## src/rtl/blinky_core.sv

```systemverilog
// blinky_core: prescaled 4-LED pattern sequencer (COUNT/ROTATE/BOUNCE) with a debounced mode button.
// Define BLINKY_PWM_EN to turn led5 into a PWM "breathing" LED instead of a tick-rate toggle.
module blinky_core #(
    parameter int PRESCALE_W = 22,
    parameter int DEBOUNCE_W = 16
) (
    input  logic clk,
    input  logic rst,
    input  logic mode_btn,
    output logic led1,
    output logic led2,
    output logic led3,
    output logic led4,
    output logic led5,
    output logic tick
);

    typedef enum logic [1:0] {
        ST_COUNT  = 2'd0,
        ST_ROTATE = 2'd1,
        ST_BOUNCE = 2'd2
    } state_t;

    localparam logic [PRESCALE_W-1:0] PRESC_ONE = {{(PRESCALE_W-1){1'b0}}, 1'b1};
    localparam logic [DEBOUNCE_W-1:0] DB_ONE    = {{(DEBOUNCE_W-1){1'b0}}, 1'b1};

    logic [PRESCALE_W-1:0] presc_q, presc_d;
    logic                  tick_q, tick_d;
    logic                  sync1_q, sync1_d;
    logic                  sync2_q, sync2_d;
    logic [DEBOUNCE_W-1:0] db_cnt_q, db_cnt_d;
    logic                  stable_q, stable_d;
    logic                  mode_adv_q, mode_adv_d;
    state_t                state_q, state_d;
    logic [3:0]            pattern_q, pattern_d;
    logic                  dir_up_q, dir_up_d;
    logic                  led5_q, led5_d;

    // Prescaler: free-running, never disturbed by mode changes.
    always_comb begin
        presc_d = presc_q + PRESC_ONE;
        tick_d  = &presc_q;
    end

    always_comb begin
        sync1_d = mode_btn;
        sync2_d = sync1_q;
    end

    // A new level is accepted only after it has differed from the stable level
    // for 2^DEBOUNCE_W consecutive cycles; any return to the old level restarts the wait.
    always_comb begin
        db_cnt_d   = '0;
        stable_d   = stable_q;
        mode_adv_d = 1'b0;
        if (sync2_q != stable_q) begin
            if (&db_cnt_q) begin
                stable_d   = sync2_q;
                mode_adv_d = sync2_q;
            end else begin
                db_cnt_d = db_cnt_q + DB_ONE;
            end
        end
    end

    // Mode FSM and pattern generator; a mode change takes priority over a tick step.
    always_comb begin
        state_d   = state_q;
        pattern_d = pattern_q;
        dir_up_d  = dir_up_q;
        if (mode_adv_q) begin
            case (state_q)
                ST_COUNT: begin
                    state_d   = ST_ROTATE;
                    pattern_d = 4'b0001;
                end
                ST_ROTATE: begin
                    state_d   = ST_BOUNCE;
                    pattern_d = 4'b0001;
                    dir_up_d  = 1'b1;
                end
                default: begin
                    state_d   = ST_COUNT;
                    pattern_d = 4'b0000;
                end
            endcase
        end else if (tick_q) begin
            case (state_q)
                ST_COUNT:  pattern_d = pattern_q + 4'd1;
                ST_ROTATE: pattern_d = {pattern_q[2:0], pattern_q[3]};
                default: begin
                    if (dir_up_q) begin
                        pattern_d = {pattern_q[2:0], 1'b0};
                        if (pattern_q[2]) begin
                            dir_up_d = 1'b0;
                        end
                    end else begin
                        pattern_d = {1'b0, pattern_q[3:1]};
                        if (pattern_q[1]) begin
                            dir_up_d = 1'b1;
                        end
                    end
                end
            endcase
        end
    end

`ifdef BLINKY_PWM_EN
    logic [3:0] pwm_cnt_q, pwm_cnt_d;
    logic [3:0] duty_q, duty_d;
    logic       duty_up_q, duty_up_d;

    // Duty walks a triangle 0..15..0, one step per tick.
    always_comb begin
        pwm_cnt_d = pwm_cnt_q + 4'd1;
        duty_d    = duty_q;
        duty_up_d = duty_up_q;
        if (tick_q) begin
            if (duty_up_q) begin
                if (duty_q == 4'd15) begin
                    duty_d    = 4'd14;
                    duty_up_d = 1'b0;
                end else begin
                    duty_d = duty_q + 4'd1;
                end
            end else begin
                if (duty_q == 4'd0) begin
                    duty_d    = 4'd1;
                    duty_up_d = 1'b1;
                end else begin
                    duty_d = duty_q - 4'd1;
                end
            end
        end
        led5_d = (pwm_cnt_q < duty_q);
    end

    always_ff @(posedge clk) begin
        if (rst) begin
            pwm_cnt_q <= 4'd0;
            duty_q    <= 4'd0;
            duty_up_q <= 1'b1;
        end else begin
            pwm_cnt_q <= pwm_cnt_d;
            duty_q    <= duty_d;
            duty_up_q <= duty_up_d;
        end
    end
`else
    always_comb begin
        led5_d = led5_q ^ tick_q;
    end
`endif

    always_ff @(posedge clk) begin
        if (rst) begin
            presc_q    <= '0;
            tick_q     <= 1'b0;
            sync1_q    <= 1'b0;
            sync2_q    <= 1'b0;
            db_cnt_q   <= '0;
            stable_q   <= 1'b0;
            mode_adv_q <= 1'b0;
            state_q    <= ST_COUNT;
            pattern_q  <= 4'b0000;
            dir_up_q   <= 1'b1;
            led5_q     <= 1'b0;
        end else begin
            presc_q    <= presc_d;
            tick_q     <= tick_d;
            sync1_q    <= sync1_d;
            sync2_q    <= sync2_d;
            db_cnt_q   <= db_cnt_d;
            stable_q   <= stable_d;
            mode_adv_q <= mode_adv_d;
            state_q    <= state_d;
            pattern_q  <= pattern_d;
            dir_up_q   <= dir_up_d;
            led5_q     <= led5_d;
        end
    end

    assign led1 = pattern_q[0];
    assign led2 = pattern_q[1];
    assign led3 = pattern_q[2];
    assign led4 = pattern_q[3];
    assign led5 = led5_q;
    assign tick = tick_q;

endmodule

```

## config.mk

```make
export PLATFORM = sky130hd
export DESIGN_NAME = blinky_core
export DESIGN_NICKNAME = d
export VERILOG_FILES = /design/src/rtl/blinky_core.sv
export SDC_FILE = /design/constraint.sdc
export NUM_CORES = 1
export LEC_CHECK = 0
export CAP_MARGIN = 20
export CORE_MARGIN = 2
export CORE_UTILIZATION = 45
export DETAILED_ROUTE_END_ITERATION = 8
export DONT_BUFFER_PORTS = 1
export GPL_TIMING_DRIVEN = 0
export RECOVER_POWER = 50
export SLEW_MARGIN = 10
export SYNTH_ARGS = -nofsm -noshare
export SYNTH_HDL_FRONTEND = slang
export SYNTH_SLANG_ARGS = --single-unit
export TNS_END_PERCENT = 20
```

## constraint.sdc

```tcl
create_clock -name clk -period 2.2 [get_ports clk]
set_clock_uncertainty 0.1 [all_clocks]
set_input_delay 0.33 -clock clk [delete_from_list [all_inputs] [get_ports clk]]
set_output_delay 0.33 -clock clk [all_outputs]
set_load 0.01 [all_outputs]
```

==> impl_metrics.yaml, run 1 <==
critical_path:
  critPathMaxFanout: 10
  r2r_start: "db_cnt_q[0]"
  max_stage_delay_ps: 440
  crit_path_start: "db_cnt_q[0]"
  cp-endpoint: "db_cnt_q[13]"
  path_buf_inv: 2
  reg2reg_depth: 7
  setup.worst_path.start_class: "flop"
  cpLargestDelayFamily: "simple AND/OR/NAND/NOR gates"
  arrival_ps: 2090
  r2r-end: "db_cnt_q[13]"
  cp_num_cells: 7
  cp-end-kind: "flop"
  path_class: "flop to flop"
  slowest_stage: "dfxtp_1"
  crit_path_cell_trace: "ha_1, clkbuf_1, and3_1, and4_1, or2_2, buf_2, nor2_1"
  required_ps: 2290
  r2r_slack_ps: 200
route:
  antenna_left: 0
  vias: 1714
  drt_iter0_drc: 54
  drtPass1Iterations: 4
  wl_per_cell_um: 12.5
  drt_wl_total_um: 4140
  vias_per_cell: 5.16
  drc: 0
logic_synthesis:
  yosys.area.top_type_share: 0.451
  syn_nets: 263
  async_flop_share: 0
  syn_inst: 257
  synth-seq-area-share: 0.451
  synth_edf_count: 0
  synth_area_per_cell_um2: 8.82
  yosys-top-cells-area: "dfxtp_1 (45%), nor2_1 (6.5%), xnor2_1 (6.2%), xor2_1 (5.0%), nand4_1 (3.9%)"
  ys_types: 45
  synth_ff_type: "dfxtp_1"
  yosysMostFrequentCell: "dfxtp_1"
  yosys-top-cells-count: "dfxtp_1 (51), nor2_1 (39), xnor2_1 (16), nand2_1 (15), nand4_1 (14)"
  yosysWarnings: 0
  synth.largest_area_cell: "dfxtp_1"
  yosys_register_bits: 51
  synth.cell_area_mm2: 0.00227
sta:
  setup_tns_ps: 0
  post-route-period-util: 0.908
  setup_viol: 0
  worstMarginPinSlew_ps: 555
  timing.final.max_slew_violations: 0
  finalHoldViolCount: 0
  fin_ws_ps: 202
  hold_slack_ps: 58.1
  rsz0062_at_grt: "yes"
  max_freq_mhz: 500
  relSlewSlack: 0.630
  period_needed_ps: 2000
global_routing:
  grtUsageTotal: 0.172
  grt_pass1_vias: 1609
  grt_pass1_wl_um: 7300
  grt_max_degree: 16
  antenna_found_initial: 0
  overflow: 0
cts:
  clock_sinks: 51
  cts-buffers-inserted: 5
  ctsHoldBuffers: 0
  ctsRootBufferMaster: "clkbuf_8"
  insertion_delay_ps: 300
  cts_tree: "built"
  clkSlewWorstSetupHoldPaths_ps: 90
  clock_path_buffers: 2
  htreeDepth: 2
floorplan:
  die_w_um: 75.0
  coreArea_mm2: 0.00479
  pin_count: 9
  die_h_um: 75.0
  dieArea_mm2: 0.00562
  rows: 25
  initial_utilization: 0.473
placement:
  place.port_buffers: 0
  post-place-ws_ps: 20.1
  dp_hpwl_um: 2930
  gp_congestion: 0.835
power:
  leakagePower_nw: 0.797
  p_total_w: 0.00164
  ir_drop_mv: 0.324
  pwr_density_cell_mw_per_mm2: 662
flow_run:
  cap_violations: 0
status:
  status: "completed"
final_layout:
  drive_gt1_frac: 0.0679
  area_growth_pct: 9.28
  antenna_cells: 0
  num-nets-final: 270
  final_core_util: 0.517
min_path:
  hold_path.class: "primary input to flop"
[how the worst min path moves through the flow]
stage             start      end  cells past startpoint
2_1_floorplan   sync1_q  sync2_q                      1
3_3_place_gp    sync1_q  sync2_q                      1
3_5_place_dp    sync1_q  sync2_q                      1
4_1_cts        mode_btn  sync1_q                      1
5_1_grt        mode_btn  sync1_q                      1
6_report       mode_btn  sync1_q                      1
[cell families (layout without fill, tap and decap cells)]
logic type	count (synthesis)	after routing	share of synthesized area
and+or+nand+nor	123	123	0.286
DFF	51	51	0.451
xor gates and xnor gates	29	29	0.112
AOI/OAI and AO/OA	28	28	0.0801
buffers and inverters	18	26	0.0309
muxes	5	5	0.0237
adders and majority gates	3	3	0.0166
[power by group]
part	internal, W	switching, W
Clock	0.000368	0.000306
Combinational	0.00000958	0.0000194
Sequential	0.000929	0.00000728
[worst register-to-register path, cell delays in order, from the launching register on]
cell	delay [ps]
dfxtp_1	440
ha_1	180
clkbuf_1	300
and3_1	210
and4_1	240
or2_2	150
buf_2	210
nor2_1	70
[area by class of cell]
cell class                 instances  area [um^2]
sequential                        51         1020
inverter                           8         30.0
buffer                            10         40.0
clock buffer                       6         82.6
clock inverter                     2         35.0
tap                               67         83.8
fill                             469         2310
multi-input combinational        188         1180
[placed cells by master, fill, tap and decap left out, types with 2 or more instances in the layout]
cell / netlist / final
dfxtp_1: 51 / 51
nor2_1: 39 / 39
xnor2_1: 16 / 16
nand2_1: 15 / 15
nand4_1: 14 / 14
xor2_1: 13 / 13
nand3_1: 12 / 12
a21oi_1: 9 / 9
inv_1: 8 / 8
clkbuf_1: 7 / 8
nor3_1: 7 / 7
and4_1: 6 / 6
nor2b_1: 6 / 6
clkbuf_8: 0 / 6
o21ai_0: 5 / 5
and3_1: 3 / 3
or3_1: 3 / 3
o31ai_1: 3 / 3
or4_1: 3 / 3
nand2b_1: 3 / 3
nor4_1: 3 / 3
o211ai_1: 3 / 3
ha_1: 3 / 3
mux2_2: 2 / 2
mux2i_1: 2 / 2
[stage by stage]
| stage | instance area, um^2 | instances |
|---|---|---|
| 6_report | 2480 | 332 |
| 5_1_grt | 2480 | 332 |
| 4_1_cts | 2470 | 332 |
| 3_5_place_dp | 2350 | 324 |
| 3_3_place_gp | 2350 | 324 |
| 2_1_floorplan | 2270 | 257 |
[per-layer routing]
layer / part of all wire / vias to the layer above / global-route usage
li1: - / 914 / -
met1: 0.54 / 777 / 0.229
met2: 0.43 / 19 / 0.265
met3: 0.022 / 4 / 0.0482
met4: 0.012 / 0 / 0.0655
met5: 0 / - / 0
[registers in the layout (all words and copies together) (netlist names)]
name	flops
db_cnt_q	16
dir_up_q	1
led5	1
mode_adv_q	1
pattern_q	4
presc_q	22
stable_q	1
state_q	2
sync1_q	1
sync2_q	1
tick	1
[what timing repair did]
item,4_1_cts,5_1_grt
buffers inserted,0,0
setup endpoints to repair,0,12
resized for setup,0,1
Note: power is estimated with default switching activity, not from simulation.
==> run 2, diff against run 1 <==
--- a/config.mk
+++ b/config.mk
@@ -6,14 +6,15 @@
 export NUM_CORES = 1
 export LEC_CHECK = 0
 export CAP_MARGIN = 20
-export CORE_MARGIN = 2
+export CELL_PAD_IN_SITES_DETAIL_PLACEMENT = 0
+export CELL_PAD_IN_SITES_GLOBAL_PLACEMENT = 1
 export CORE_UTILIZATION = 45
 export DETAILED_ROUTE_END_ITERATION = 8
 export DONT_BUFFER_PORTS = 1
 export GPL_TIMING_DRIVEN = 0
+export PLACE_DENSITY_LB_ADDON = 0.1
 export RECOVER_POWER = 50
 export SLEW_MARGIN = 10
 export SYNTH_ARGS = -nofsm -noshare
 export SYNTH_HDL_FRONTEND = slang
 export SYNTH_SLANG_ARGS = --single-unit
-export TNS_END_PERCENT = 20
==> run 2 against run 1 <==
Net effect:
- fmax is 0.10% lower
- global-route usage is 0.14 points lower
- clock power is 3.0% lower
- final area is 0.20% lower
- combinational power is 1% higher
- clock-buffer cell count is 1 lower
- critical path depth is 2 lower
- via count is 1.2% higher
- non-clock buffer count stayed put
- cell count stayed put
==> impl_metrics.yaml, run 2 (synthesis results as in run 1) <==
sta:
  finalHoldViolCount: 0
  relSlewSlack: 0.621
  rsz0062_at_grt: "no"
  post-route-period-util: 0.909
  hold_slack_ps: 47.1
  max_freq_mhz: 500
  timing.final.max_slew_violations: 0
  period_needed_ps: 2000
  setup_viol: 0
  worstMarginPinSlew_ps: 568
  setup_tns_ps: 0
critical_path:
  crit_top_cell: "nand4_1"
  cpLargestDelayFamily: "simple AND/OR/NAND/NOR gates"
  r2r_slack_ps: 200
  cp-end-kind: "flop"
  required_ps: 2300
  slowest_stage: "dfxtp_1"
  critPathMaxFanout: 5
  crit_path_cell_trace: "ha_1, nand4_1, nor4_4, nand4_1, mux2_1"
  setup.worst_path.start_class: "flop"
  max_stage_delay_ps: 420
  arrival_ps: 2100
  path_buf_inv: 0
  path_class: "flop to flop"
cts:
  post_cts_buffers: 0
  clock_path_buffers: 2
  htreeDepth: 2
  ctsRootBufferMaster: "clkbuf_8"
  clkSlewWorstSetupHoldPaths_ps: 100
  insertion_delay_ps: 300
  clock_sinks: 51
  ctsHoldBuffers: 0
  cts_tree: "built"
  cts-buffers-inserted: 5
route:
  drtPass1Iterations: 4
  drt_wl_total_um: 4170
  drc: 0
  antenna_left: 0
  drt_iter0_drc: 32
  vias_per_cell: 5.22
  vias: 1734
  wl_per_cell_um: 12.6
power:
  pwr-share-clk: 0.404
  p_total_w: 0.00162
  seq_power_share: 0.578
  switching_power_w: 0.000342
  pwr_density_cell_mw_per_mm2: 656
  leakagePower_nw: 0.794
  swShare: 0.211
  ir_drop_mv: 0.296
  internal_power_w: 0.00128
  p_comb_frac: 0.018
placement:
  dp_hpwl_um: 2940
  gp_congestion: 0.733
  dpl-instance-area_mm2: 0.00235
  place.port_buffers: 0
  place_inst: 324
floorplan:
  coreArea_mm2: 0.00479
  die_h_um: 73.0
  rows: 25
  pin_count: 9
  die_w_um: 73.0
  initial_utilization: 0.473
  dieArea_mm2: 0.00532
min_path:
  hold_path.class: "primary input to flop"
final_layout:
  layout_commonest_cell: "dfxtp_1"
  largestRegisters: "presc_q: 22 flops, db_cnt_q: 16 flops, pattern_q: 4 flops"
  most-common-layout-cells: "dfxtp_1 (51), nor2_1 (39), xnor2_1 (16)"
  drive_gt1_frac: 0.0679
  final_cell_count_no_fill: 332
  regMostFlops: "presc_q"
  num-nets-final: 270
  multi_input_area_mm2: 0.00118
  fillers: 473
  antenna_cells: 0
  largest_register_ffs: 22
  area_growth_pct: 9.06
  regArea_mm2: 0.00102
  fin_area_mm2: 0.00247
global_routing:
  grtUsageTotal: 0.171
  grt_max_degree: 17
  grt_pass1_vias: 1530
  antenna_found_initial: 0
  overflow: 0
  grt_pass1_wl_um: 6920
flow_run:
  cap_violations: 0
status:
  status: "completed"
==> run 2: cell count changes in the layout (fill, tap and decap cells not counted), sizes merged <==
cell / previous run / this run
clkbuf: 15 / 14
clkinv: 1 / 2
==> run 2: through the flow <==
step            util  worst slack [ps]
3_5_place_dp   0.491             -22.7
6_report       0.516               200
4_1_cts        0.516              41.4
2_1_floorplan      -               279
5_1_grt        0.516              49.9
3_3_place_gp   0.491             -50.0
==> run 2: routing by layer <==
metal	routed length (um)	global-route usage	up-vias
met4	64	0.0654	0
met3	115	0.0442	5
met5	0	0	-
li1	-	-	908
met2	1800	0.260	15
met1	2200	0.231	806
==> run 2: area by class of cell <==
class | instances | area share
Sequential cell | 51 | 0.413
Buffer | 10 | 0.0162
Clock buffer | 5 | 0.0278
Clock inverter | 3 | 0.0177
Inverter | 8 | 0.0122
Tap cell | 67 | 0.0339
Multi-Input combinational cell | 188 | 0.479
==> run 2: path summary, 6_finish.rpt <==
check,startpoint,end,cells past startpoint
worst max register to register,presc_q[0],presc_q[20],5
worst min-delay path,mode_btn,sync1_q,1
worst min register to register,sync1_q,sync2_q,1
worst max-delay path,presc_q[0],presc_q[20],5
==> run 2: worst reg2reg max path, delay by kind of cell, from the launching register on <==
| family | cells | cell delay [ps] |
|---|---|---|
| DFF | 1 | 420 |
| adders and majority gates | 1 | 230 |
| muxes | 1 | 320 |
| and+or+nand+nor | 3 | 820 |
==> run 2: what timing repair did <==
action | CTS | global route
setup endpoints to repair | 1 | 2
pin swaps | 0 | 1
gates resized for setup | 1 | 0
==> run 2: power groups by stage <==
stage	combinational [W]	clock [W]	sequential [W]
final	0.0000294	0.000654	0.000937
after global routing	0.0000347	0.000712	0.000938
after CTS	0.0000302	0.000679	0.000937
after detailed placement	0.0000302	0	0.000958
after global placement	0.0000298	0	0.000959
after floorplan	0.0000218	0	0.000957
